<file path="config.mk">
export PLATFORM = sky130hd
export DESIGN_NAME = recv_rr_sched
export DESIGN_NICKNAME = d
export VERILOG_FILES = /design/src/rtl/recv_rr_sched.sv
export SDC_FILE = /design/constraint.sdc
export NUM_CORES = 1
export LEC_CHECK = 0
export ABC_AREA = 0
export BUFFER_PORTS_ARGS = -buffer_cell sky130_fd_sc_hd__buf_2
export CAP_MARGIN = 20
export CORE_MARGIN = 2
export CORE_UTILIZATION = 48
export CTS_BUF_LIST = sky130_fd_sc_hd__clkbuf_4 sky130_fd_sc_hd__clkbuf_8
export CTS_CLUSTER_DIAMETER = 30
export DETAILED_ROUTE_END_ITERATION = 8
export PLACE_DENSITY = 0.76
export SYNTH_ARGS = -nofsm -noshare
export SYNTH_HDL_FRONTEND = slang
export SYNTH_SLANG_ARGS = --single-unit
</file>
<file path="constraint.sdc">
create_clock -name clk -period 4.8 [get_ports clk]
set_clock_uncertainty 0.2 [all_clocks]
set_input_delay 0.48 -clock clk [delete_from_list [all_inputs] [get_ports clk]]
set_output_delay 0.48 -clock clk [all_outputs]
set_load 0.005 [all_outputs]
</file>
<file path="src/rtl/recv_rr_sched.sv">
// Round-robin share of one frame receiver among NUM_CH requesters; optional RECV_SCHED_STATS_EN adds outcome counters.
// Latency: grant/rx_start one cycle after rx_ready&&req; done one cycle after receiver idle (or rx_rst on timeout).
// Backpressure: requests wait in IDLE while rx_ready=0 and are never dropped; grant is held for the whole frame.
module recv_rr_sched #(
    parameter int          NUM_CH         = 4,
    parameter logic [15:0] TIMEOUT_CYCLES = 16'd2048,
    localparam int         CHW            = $clog2(NUM_CH)
) (
    input  logic                clk,
    input  logic                rst,
    input  logic [NUM_CH-1:0]   req,
    input  logic [NUM_CH*8-1:0] ch_data,
    output logic [NUM_CH-1:0]   gnt,
    output logic                busy,
    output logic [7:0]          rx_data,
    output logic                rx_start,
    output logic                rx_rst,
    input  logic                rx_ready,
    input  logic                rx_vld,
    input  logic [7:0]          rx_out,
    output logic                done,
    output logic [CHW-1:0]      done_ch,
    output logic [1:0]          done_status
`ifdef RECV_SCHED_STATS_EN
    ,
    output logic [15:0]         cnt_ok,
    output logic [15:0]         cnt_err,
    output logic [15:0]         cnt_drop
`endif
);

    localparam logic [1:0] ST_OK       = 2'b00;
    localparam logic [1:0] ST_ERROR    = 2'b01;
    localparam logic [1:0] ST_FILTERED = 2'b10;
    localparam logic [1:0] ST_TIMEOUT  = 2'b11;

    typedef enum logic [1:0] {IDLE, START, RUN, DONE} state_t;

    state_t         state, state_nxt;
    logic [CHW-1:0] ptr, win, pick, ptr_inc;
    logic           found;
    logic [15:0]    tcnt;
    logic           last_vld;
    logic [7:0]     last_out;
    logic           tmo;
    logic [1:0]     run_status;

    // First requesting channel at or after ptr, wrapping.
    always_comb begin
        found = 1'b0;
        pick  = '0;
        for (int i = 0; i < NUM_CH; i++) begin
            logic [CHW-1:0] cand;
            cand = CHW'((int'(ptr) + i) % NUM_CH);
            if (!found && req[cand]) begin
                found = 1'b1;
                pick  = cand;
            end
        end
    end

    assign ptr_inc = (win == CHW'(NUM_CH - 1)) ? '0 : win + CHW'(1);
    assign tmo     = (state == RUN) && (tcnt == TIMEOUT_CYCLES - 16'd1);

    // A receiver that reports ready on the very first RUN cycle never accepted the frame.
    always_comb begin
        run_status = ST_ERROR;
        if (tmo)
            run_status = ST_TIMEOUT;
        else if (tcnt == 16'd0)
            run_status = ST_ERROR;
        else if (!last_vld)
            run_status = ST_FILTERED;
        else if (last_out == 8'h00)
            run_status = ST_OK;
    end

    always_comb begin
        state_nxt = state;
        case (state)
            IDLE:    if (rx_ready && found) state_nxt = START;
            START:   state_nxt = RUN;
            RUN:     if (tmo || rx_ready) state_nxt = DONE;
            DONE:    state_nxt = IDLE;
            default: state_nxt = IDLE;
        endcase
    end

    assign busy     = (state != IDLE);
    assign rx_start = (state == START);
    assign rx_rst   = tmo;
    assign done     = (state == DONE);

    always_comb begin
        rx_data = 8'h00;
        for (int i = 0; i < NUM_CH; i++)
            if (gnt[i]) rx_data = ch_data[i*8 +: 8];
    end

    always_ff @(posedge clk) begin
        if (rst) begin
            state       <= IDLE;
            gnt         <= '0;
            win         <= '0;
            ptr         <= '0;
            tcnt        <= '0;
            last_vld    <= 1'b0;
            last_out    <= 8'h00;
            done_ch     <= '0;
            done_status <= ST_OK;
        end else begin
            state <= state_nxt;
            case (state)
                IDLE: if (state_nxt == START) begin
                    win <= pick;
                    gnt <= NUM_CH'(1) << pick;
                end
                START: begin
                    last_vld <= 1'b0;
                    last_out <= 8'h00;
                    tcnt     <= '0;
                end
                RUN: begin
                    last_vld <= rx_vld;
                    last_out <= rx_out;
                    tcnt     <= tcnt + 16'd1;
                    if (state_nxt == DONE) begin
                        gnt         <= '0;
                        done_ch     <= win;
                        done_status <= run_status;
                    end
                end
                DONE: begin
                    ptr  <= ptr_inc;
                    tcnt <= '0;
                end
                default: ;
            endcase
        end
    end

`ifdef RECV_SCHED_STATS_EN
    always_ff @(posedge clk) begin
        if (rst) begin
            cnt_ok   <= '0;
            cnt_err  <= '0;
            cnt_drop <= '0;
        end else if (done) begin
            case (done_status)
                ST_OK:    if (cnt_ok   != 16'hFFFF) cnt_ok   <= cnt_ok + 16'd1;
                ST_ERROR: if (cnt_err  != 16'hFFFF) cnt_err  <= cnt_err + 16'd1;
                default:  if (cnt_drop != 16'hFFFF) cnt_drop <= cnt_drop + 16'd1;
            endcase
        end
    end
`endif

endmodule

</file>
[Word level (Yosys, flattened, before mapping)]
Cells that the tools add are included.
Cells by class
  add/sub/neg operators: 5
  magnitude comparators: 4
  eq/ne operators: 9
  shifts and indexed selects: 1
  multiplexer cells: 34
  reductions and logical operators: 20
Operator list (count)
  8-bit 2-to-1 mux: 4
  16-bit case mux with 2 select lines: 1
  2-bit 2-to-1 mux: 10
  16-bit by 1-bit adder with 16-bit output (second input constant): 1
  16-bit by 11-bit == test with 1-bit output (second input constant): 1
  16-bit zero test: 1
  8-bit case mux with 2 select lines: 1
  2-bit by 3-bit < comparator with 1-bit output (second input constant): 4
  1-bit 2-to-1 mux: 9
  1-bit binary-select mux with 2-bit select: 4
  2-bit == test (second input constant): 4
  8-bit zero test: 1
  4-bit 2-to-1 mux: 2
  2-bit case mux with 4 select lines: 1
  4-bit case mux with 2 select lines: 1
  2-bit nonzero test: 4
  1-bit logical AND: 5
  2-bit by 1-bit adder with 2-bit output (second input constant): 2
  2-bit adder (second input constant): 2
  2-bit by 1-bit == test with 1-bit output (second input constant): 2
  2-bit AND reduction: 2
  1-bit by 2-bit << shifter with 4-bit output (first input constant): 1
  1-bit zero test: 3
  3-bit AND reduction: 1
  other kinds (6): 6
Storage, ports and cells
  bits in registers: 39
  word-level logic and storage cells: 82

[Depth between registers and ports, before layout]
Gate-level depths: netlist of run 1.
  word-level depth: 18
  depth in mapped cells: 8
  gate-level depth less buffers: 7

[Worst setup path before layout of run 1]
Ideal clock, no wire load.
  kind: reg-to-reg
  from: register state[0]
  to: register tcnt[15]
  setup time: 0.131 ns
  data arrival time: 1.799 ns
  required time: 4.469 ns
  path slack: 2.670 ns
  stages on the path, launching flop included: 9
  period minus slack after synthesis: 2.130 ns
  cell sequence: dfxtp_1 > inv_1 > ha_1 > clkbuf_1 > nand4b_1 > nor3_1 > nand3_1 > xor2_1 > nor2_1
On the way
  word-level cells in the longest chain between the ends: 3
  elaborated cells between the ends (all ways): 6
Ends and longest elaborated chain
  start, declared: RTL line 39  | state_t state, state_nxt;
  start signal, assigned: RTL line 112  | state <= state_nxt;
  2-bit by 1-bit == test with 1-bit output / 2-bit == test (equally long branches): RTL line 113  | case (state)
  2-bit OR reduction (no source line)
  16-bit case mux with 2 select lines / 2-bit nonzero test (equally long branches)
  end signal, assigned: RTL line 126  | tcnt <= tcnt + 16'd1;
  end, declared: RTL line 42  | logic [15:0] tcnt;
Parallel ways exist; a longest one is shown, timed or not.
A chain may end at the register's enable or synchronous reset.

[Worst setup path in the final report of run 1]
  from: register state[0]
  to: output rx_rst
On the way
  word-level cells in the longest chain between the ends: 2
Ends and longest elaborated chain
  2-bit == test: RTL line 63  | assign tmo = (state == RUN) && (tcnt == TIMEOUT_CYCLES - 16'd1);
  1-bit logical AND: RTL line 63
  end, declared: RTL line 17  | output logic rx_rst,
No other way between the ends.

==> flow_summary.json, run 1 <==
{
  "antenna_found_initial": 0,
  "hp-class": "in -> reg",
  "power_density_nw_per_um2": 411.0,
  "vias_per_cell": 5.350,
  "grt_max_degree": 27,
  "firstDrtPassIters": 4,
  "worstSetupStartpointType": "flop",
  "grt_pass1_wl_mm": 8.121,
  "outcome": "finished clean",
  "drtIter0Drc": 61,
  "yosysMostFrequentCell": "nor2_1",
  "cts.sinks": 39,
  "grt_overflow": 0,
  "syn_inst": 272,
  "required_ns": 4.12,
  "core-area_um2": 4384,
  "synthTopCellsByArea": "dfxtp_1, nor2_1, a21oi_1, ha_1, xor2_1",
  "cts_root_buf": "clkbuf_8",
  "place.gp.congestion": 0.8105,
  "cp_slowest_cell": "dfxtp_1",
  "vias": 2081,
  "worst-endpoint-arrival_ns": 1.89,
  "p_total_mw": 1.091,
  "slew_viol_final": 0,
  "critical_path_class": "reg -> out",
  "diodes": 0,
  "cts_setup_buffers": 0,
  "synth_area_per_cell_um2": 8.091,
  "setup_tns_ns": 0,
  "peakVddDrop_uv": 309.6,
  "wl_per_cell_um": 12.17,
  "hold_ws_ns": 0.2168,
  "numCtsBuffers": 5,
  "drive_above_1_share_pct": 25.82,
  "cpLargestDelayFamily": "simple AND/OR/NAND/NOR gates",
  "clk_latency_ns": 0.29,
  "ys_warn_count": 0,
  "pre_cts_ws_ns": 2.315,
  "drc": 0,
  "die_width_um": 71.72,
  "port_buffers": 67,
  "htreeDepth": 2,
  "period_share_pct": 53.53,
  "synth_cell_type_count": 46,
  "synth_edf_count": 0,
  "hold_violations": 0,
  "synth-main-ff-cell": "dfxtp_1",
  "io_pins": 68,
  "clk_path_buf_depth": 2,
  "hpwlAfterDp_mm": 3.648,
  "synth_seq_cells": 39,
  "tritoncts": "done",
  "worst_slew_pin_slew_ns": 0.6975,
  "routed_wl_mm": 4.734,
  "hold_buffers": 0,
  "max_stage_delay_ns": 0.40,
  "path_buf_inv": 2,
  "dpl.cell_count": 380,
  "rsz0062_at_grt": "no",
  "setup_viol_count_final": 0,
  "final_cell_count_no_fill": 389,
  "period_needed_ns": 2.569,
  "cts_resized": 0,
  "r2r_slack_ns": 2.32,
  "max-cap-violations": 0,
  "power.leakage_nw": 1.137,
  "grt_pass1_vias": 1923,
  "syn2layout_area_growth_pct": 20.64,
  "max_slew_margin_pct": 53.14,
  "grt_util_all_layers_pct": 19.14,
  "fin_nets": 392,
  "cp_cell_sequence": "inv_1 -> ha_1 -> nand3_1 -> or2_4 -> nor3_4 -> buf_2",
  "ant_nets": 0,
  "path_clk_slew_ns": 0.08,
  "core.rowCount": 24,
  "start_util_pct": 50.20,
  "dieArea_um2": 5143,
  "netlist.area_leader.share_pct": 35.47,
  "setup_slack_ns": 2.231,
  "mappedNetlistArea_um2": 2201,
  "synth.net_count": 328,
  "synth-async-reset-ratio_pct": 0,
  "yosysTopAreaCell": "dfxtp_1",
  "ys_seq_area_share_pct": 35.47,
  "max_freq_mhz": 389.2,
  "synthTopCellsByCount": "nor2_1, dfxtp_1, a21oi_1",
  "die_h_um": 71.72,
  "crit_fanout": 8,
  "critPathCaptureType": "primary output"
}
final timing paths:
check / start / endpoint / cells after the start
max reg2reg: state[0]$_SDFF_PP0_ / done_status[0]$_SDFFE_PP0P_ / 6
min: rx_out[1] / last_out[1]$_SDFFE_PP0P_ / 3
max: state[0]$_SDFF_PP0_ / rx_rst / 6
min reg2reg: done_ch[1]$_SDFFE_PP0P_ / done_ch[1]$_SDFFE_PP0P_ / 2
cells by family (layout without fill, tap and decap cells):
| group | after synthesis | in the layout | share of synthesized area (%) |
|---|---|---|---|
| AO/OA/AOI/OAI | 62 | 62 | 19.27 |
| XOR/XNOR | 13 | 13 | 5.173 |
| adder cells (fa/ha/maj) | 8 | 8 | 4.548 |
| buffers and inverters | 21 | 86 | 3.638 |
| flip-flops | 39 | 39 | 35.47 |
| multiplexers | 8 | 8 | 3.639 |
| AND/OR/NAND/NOR | 121 | 121 | 28.25 |
power by group:
group	leakage (nW)	internal [mW]	switching, mW
sequential	0.315	0.361	0.0421
combinational	0.782	0.211	0.264
clock	0.0402	0.101	0.111
total	1.14	0.673	0.418
layout by cell type (no fill, tap or decap), drive strengths merged, types with 3 or more instances in the layout:
| cell type | count |
|---|---|
| buf | 68 |
| nor3 | 10 |
| inv | 10 |
| nor2b | 13 |
| nor4 | 4 |
| nor2 | 43 |
| a21oi | 24 |
| xor2 | 10 |
| nand3 | 10 |
| dfxtp | 39 |
| xnor2 | 3 |
| clkbuf | 5 |
| or4 | 3 |
| a22oi | 8 |
| o21ai | 16 |
| nand2 | 20 |
| ha | 8 |
| mux2i | 8 |
| nand2b | 5 |
metrics by stage:
stage / cell area (µm²) / util, %
finish: 2655 / 60.56
global route: 2655 / 60.56
CTS: 2648 / 60.39
detailed placement: 2559 / 58.36
global placement: 2559 / 58.36
floorplan: 2201 / -
area by class of cell:
| class | instances | area, µm² |
|---|---|---|
| inverter | 10 | 37.54 |
| sequential | 39 | 780.7 |
| timing repair buffer | 68 | 342.8 |
| clock inverter | 3 | 20.02 |
| clock buffer | 5 | 68.82 |
| tap | 52 | 65.06 |
| fill | 416 | 1729 |
| multi-input combinational | 212 | 1340 |
sequential cells by signal, indices dropped and copies added, names as in the netlist:
register,flops
win,2
last_out,8
gnt,4
state,2
tcnt,16
last_vld,1
done_status,2
ptr,2
done_ch,2
worst register-to-register path: cells and delay by family, from the launching register on:
kind,cells,cell delay (ns)
adders and majority gates,1,0.52
buffers and inverters,1,0.14
DFF,1,0.50
and+or+nand+nor,4,1.00
per-layer routing:
metal / vias to the layer above / track usage [%] / wire length, µm
met5: - / 0 / 0
met1: 948 / 23.28 / 2160
met4: 0 / 4.403 / 57
met3: 8 / 4.641 / 266
met2: 49 / 34.05 / 2249
li1: 1076 / - / -
Power figures use the tool's default switching activity.
==> inputs of run 2 (changes only) <==
==> constraint.sdc (replaced) <==
create_clock -name clk -period 2.65 [get_ports clk]
set_clock_uncertainty 0.2 [all_clocks]
set_input_delay 0.265 -clock clk [delete_from_list [all_inputs] [get_ports clk]]
set_output_delay 0.265 -clock clk [all_outputs]
set_load 0.005 [all_outputs]
==> flow_summary.json, run 2 (synthesized netlist as in run 1, its figures left out) <==
{
  "ant_nets": 0,
  "rsz0062_at_grt": "no",
  "core.rowCount": 24,
  "io_pins": 68,
  "clk_latency_ns": 0.29,
  "setup_viol_count_final": 0,
  "power_density_nw_per_um2": 775.5,
  "cts_root_buf": "clkbuf_8",
  "wl_per_cell_um": 12.71,
  "max_freq_mhz": 422.6,
  "largest-register": "tcnt",
  "path_clk_slew_ns": 0.08,
  "drive_above_1_share_pct": 25.58,
  "grt_pass1_wl_mm": 8.362,
  "cts.sinks": 39,
  "peakVddDrop_uv": 425.1,
  "drtIter0Drc": 81,
  "hold_violations": 0,
  "die_width_um": 71.72,
  "switching_share_pct": 36.48,
  "syn2layout_area_growth_pct": 25.18,
  "required_ns": 2.18,
  "period_share_pct": 89.30,
  "critPathCaptureType": "primary output",
  "path_buf_inv": 2,
  "core-area_um2": 4384,
  "tritoncts": "done",
  "start_util_pct": 50.20,
  "setup_tns_ns": 0,
  "final_common_cell": "buf_2",
  "die_h_um": 71.72,
  "period_needed_ns": 2.367,
  "hpwlAfterDp_mm": 3.751,
  "layout_common_cells": "buf_2, nor2_1, dfxtp_1, a21oi_1, nand2_1",
  "routed_wl_mm": 5.033,
  "worstSetupStartpointType": "flop",
  "place.gp.congestion": 0.8292,
  "outcome": "finished clean",
  "max-cap-violations": 0,
  "p_clk_share_pct": 24.3,
  "numCtsBuffers": 5,
  "cpLargestDelayFamily": "simple AND/OR/NAND/NOR gates",
  "p_sw_mw": 0.7795,
  "grt_pass1_vias": 1979,
  "vias": 2090,
  "crit_fanout": 8,
  "vias_per_cell": 5.278,
  "port_buffers": 67,
  "firstDrtPassIters": 4,
  "drc": 0,
  "diodes": 0,
  "cp_slowest_cell": "dfxtp_1",
  "htreeDepth": 2,
  "power.leakage_nw": 1.189,
  "max_stage_delay_ns": 0.41,
  "hold_ws_ns": 0.005078,
  "fin_nets": 399,
  "largest_register_ffs": 16,
  "slew_viol_final": 0,
  "grt_overflow": 0,
  "clk_path_buf_depth": 2,
  "grt_max_degree": 27,
  "p_comb_share_pct": 41.3,
  "cts_resized": 0,
  "worst_slew_pin_slew_ns": 0.6837,
  "max_slew_margin_pct": 54.07,
  "p_total_mw": 2.137,
  "p_seq_share_pct": 34.4,
  "p_int_mw": 1.357,
  "worst-endpoint-arrival_ns": 1.90,
  "cp_cell_sequence": "inv_1 -> ha_1 -> nand3_1 -> or2_4 -> nor3_4 -> buf_2",
  "dieArea_um2": 5143,
  "fill_cells": 392,
  "largest_registers": "tcnt x16, last_out x8, gnt x4",
  "critical_path_class": "reg -> out",
  "hp-class": "in -> reg",
  "antenna_found_initial": 0,
  "grt_util_all_layers_pct": 20.42
}
==> run 2: routing by layer <==
metal	global-route usage [%]	wire length, µm	part of all wire (%)	up-vias
met5	0	0	0	-
li1	-	-	-	1091
met1	23.60	2253	45	933
met3	6.188	329	6.5	9
met2	35.91	2376	47	57
met4	6.709	73	1.5	0
==> run 2: layout make-up <==
type	instances	area, µm²	area share (%)
inverters	10	37.54	1.362
clock inverters	2	38.79	1.408
repair buffers	75	410.4	14.90
well taps	52	65.06	2.361
flip-flops and latches	39	780.7	28.34
clock buffers	6	82.58	2.997
multi-input cells	212	1340	48.64
==> run 2: timing repair <==
item / CTS / global route
hold buffers: 6 / 0
buffers inserted: 0 / 0
endpoints found under the hold margin: 6 / 0
endpoints found under the setup margin: 0 / 0
==> run 2: worst paths after layout <==
kind / start / depth (start not counted) / end / slack [ns]
worst min-delay path: rx_out[2] / 3 / last_out[2]$_SDFFE_PP0P_ / 0.005
worst max register to register: state[0]$_SDFF_PP0_ / 7 / gnt[3]$_SDFFE_PP0P_ / 0.30
worst max-delay path: state[0]$_SDFF_PP0_ / 6 / rx_rst / 0.28
worst min register to register: gnt[0]$_SDFFE_PP0P_ / 2 / gnt[0]$_SDFFE_PP0P_ / 0.30
==> run 2: power by group through the flow <==
stage | clock, mW | combinational (mW) | sequential, mW
floorplan | 0 | 0.647 | 0.718
global placement | 0 | 0.857 | 0.743
detailed placement | 0 | 0.879 | 0.746
CTS | 0.529 | 0.890 | 0.733
global route | 0.554 | 0.985 | 0.749
finish | 0.519 | 0.883 | 0.735
==> run 2: worst register-to-register path: cells and delay by family, from the launching register on <==
| family | cells | cell delay, ns |
|---|---|---|
| flip-flops | 1 | 0.52 |
| buffers and inverters | 1 | 0.15 |
| multiplexers | 1 | 0.21 |
| AND/OR/NAND/NOR | 1 | 0.15 |
| adder cells (fa/ha/maj) | 1 | 0.57 |
| AO/OA/AOI/OAI | 3 | 0.50 |
==> run 2: per-stage QoR <==
stage	setup WS, ns	instances	area (µm²)	utilization (%)
4_1_cts	0.2900	396	2755	62.84
6_report	0.2835	396	2755	62.84
2_1_floorplan	0.5202	272	2201	-
3_5_place_dp	0.3320	382	2574	58.70
5_1_grt	0.02683	396	2755	62.84
3_3_place_gp	0.4227	382	2574	58.70
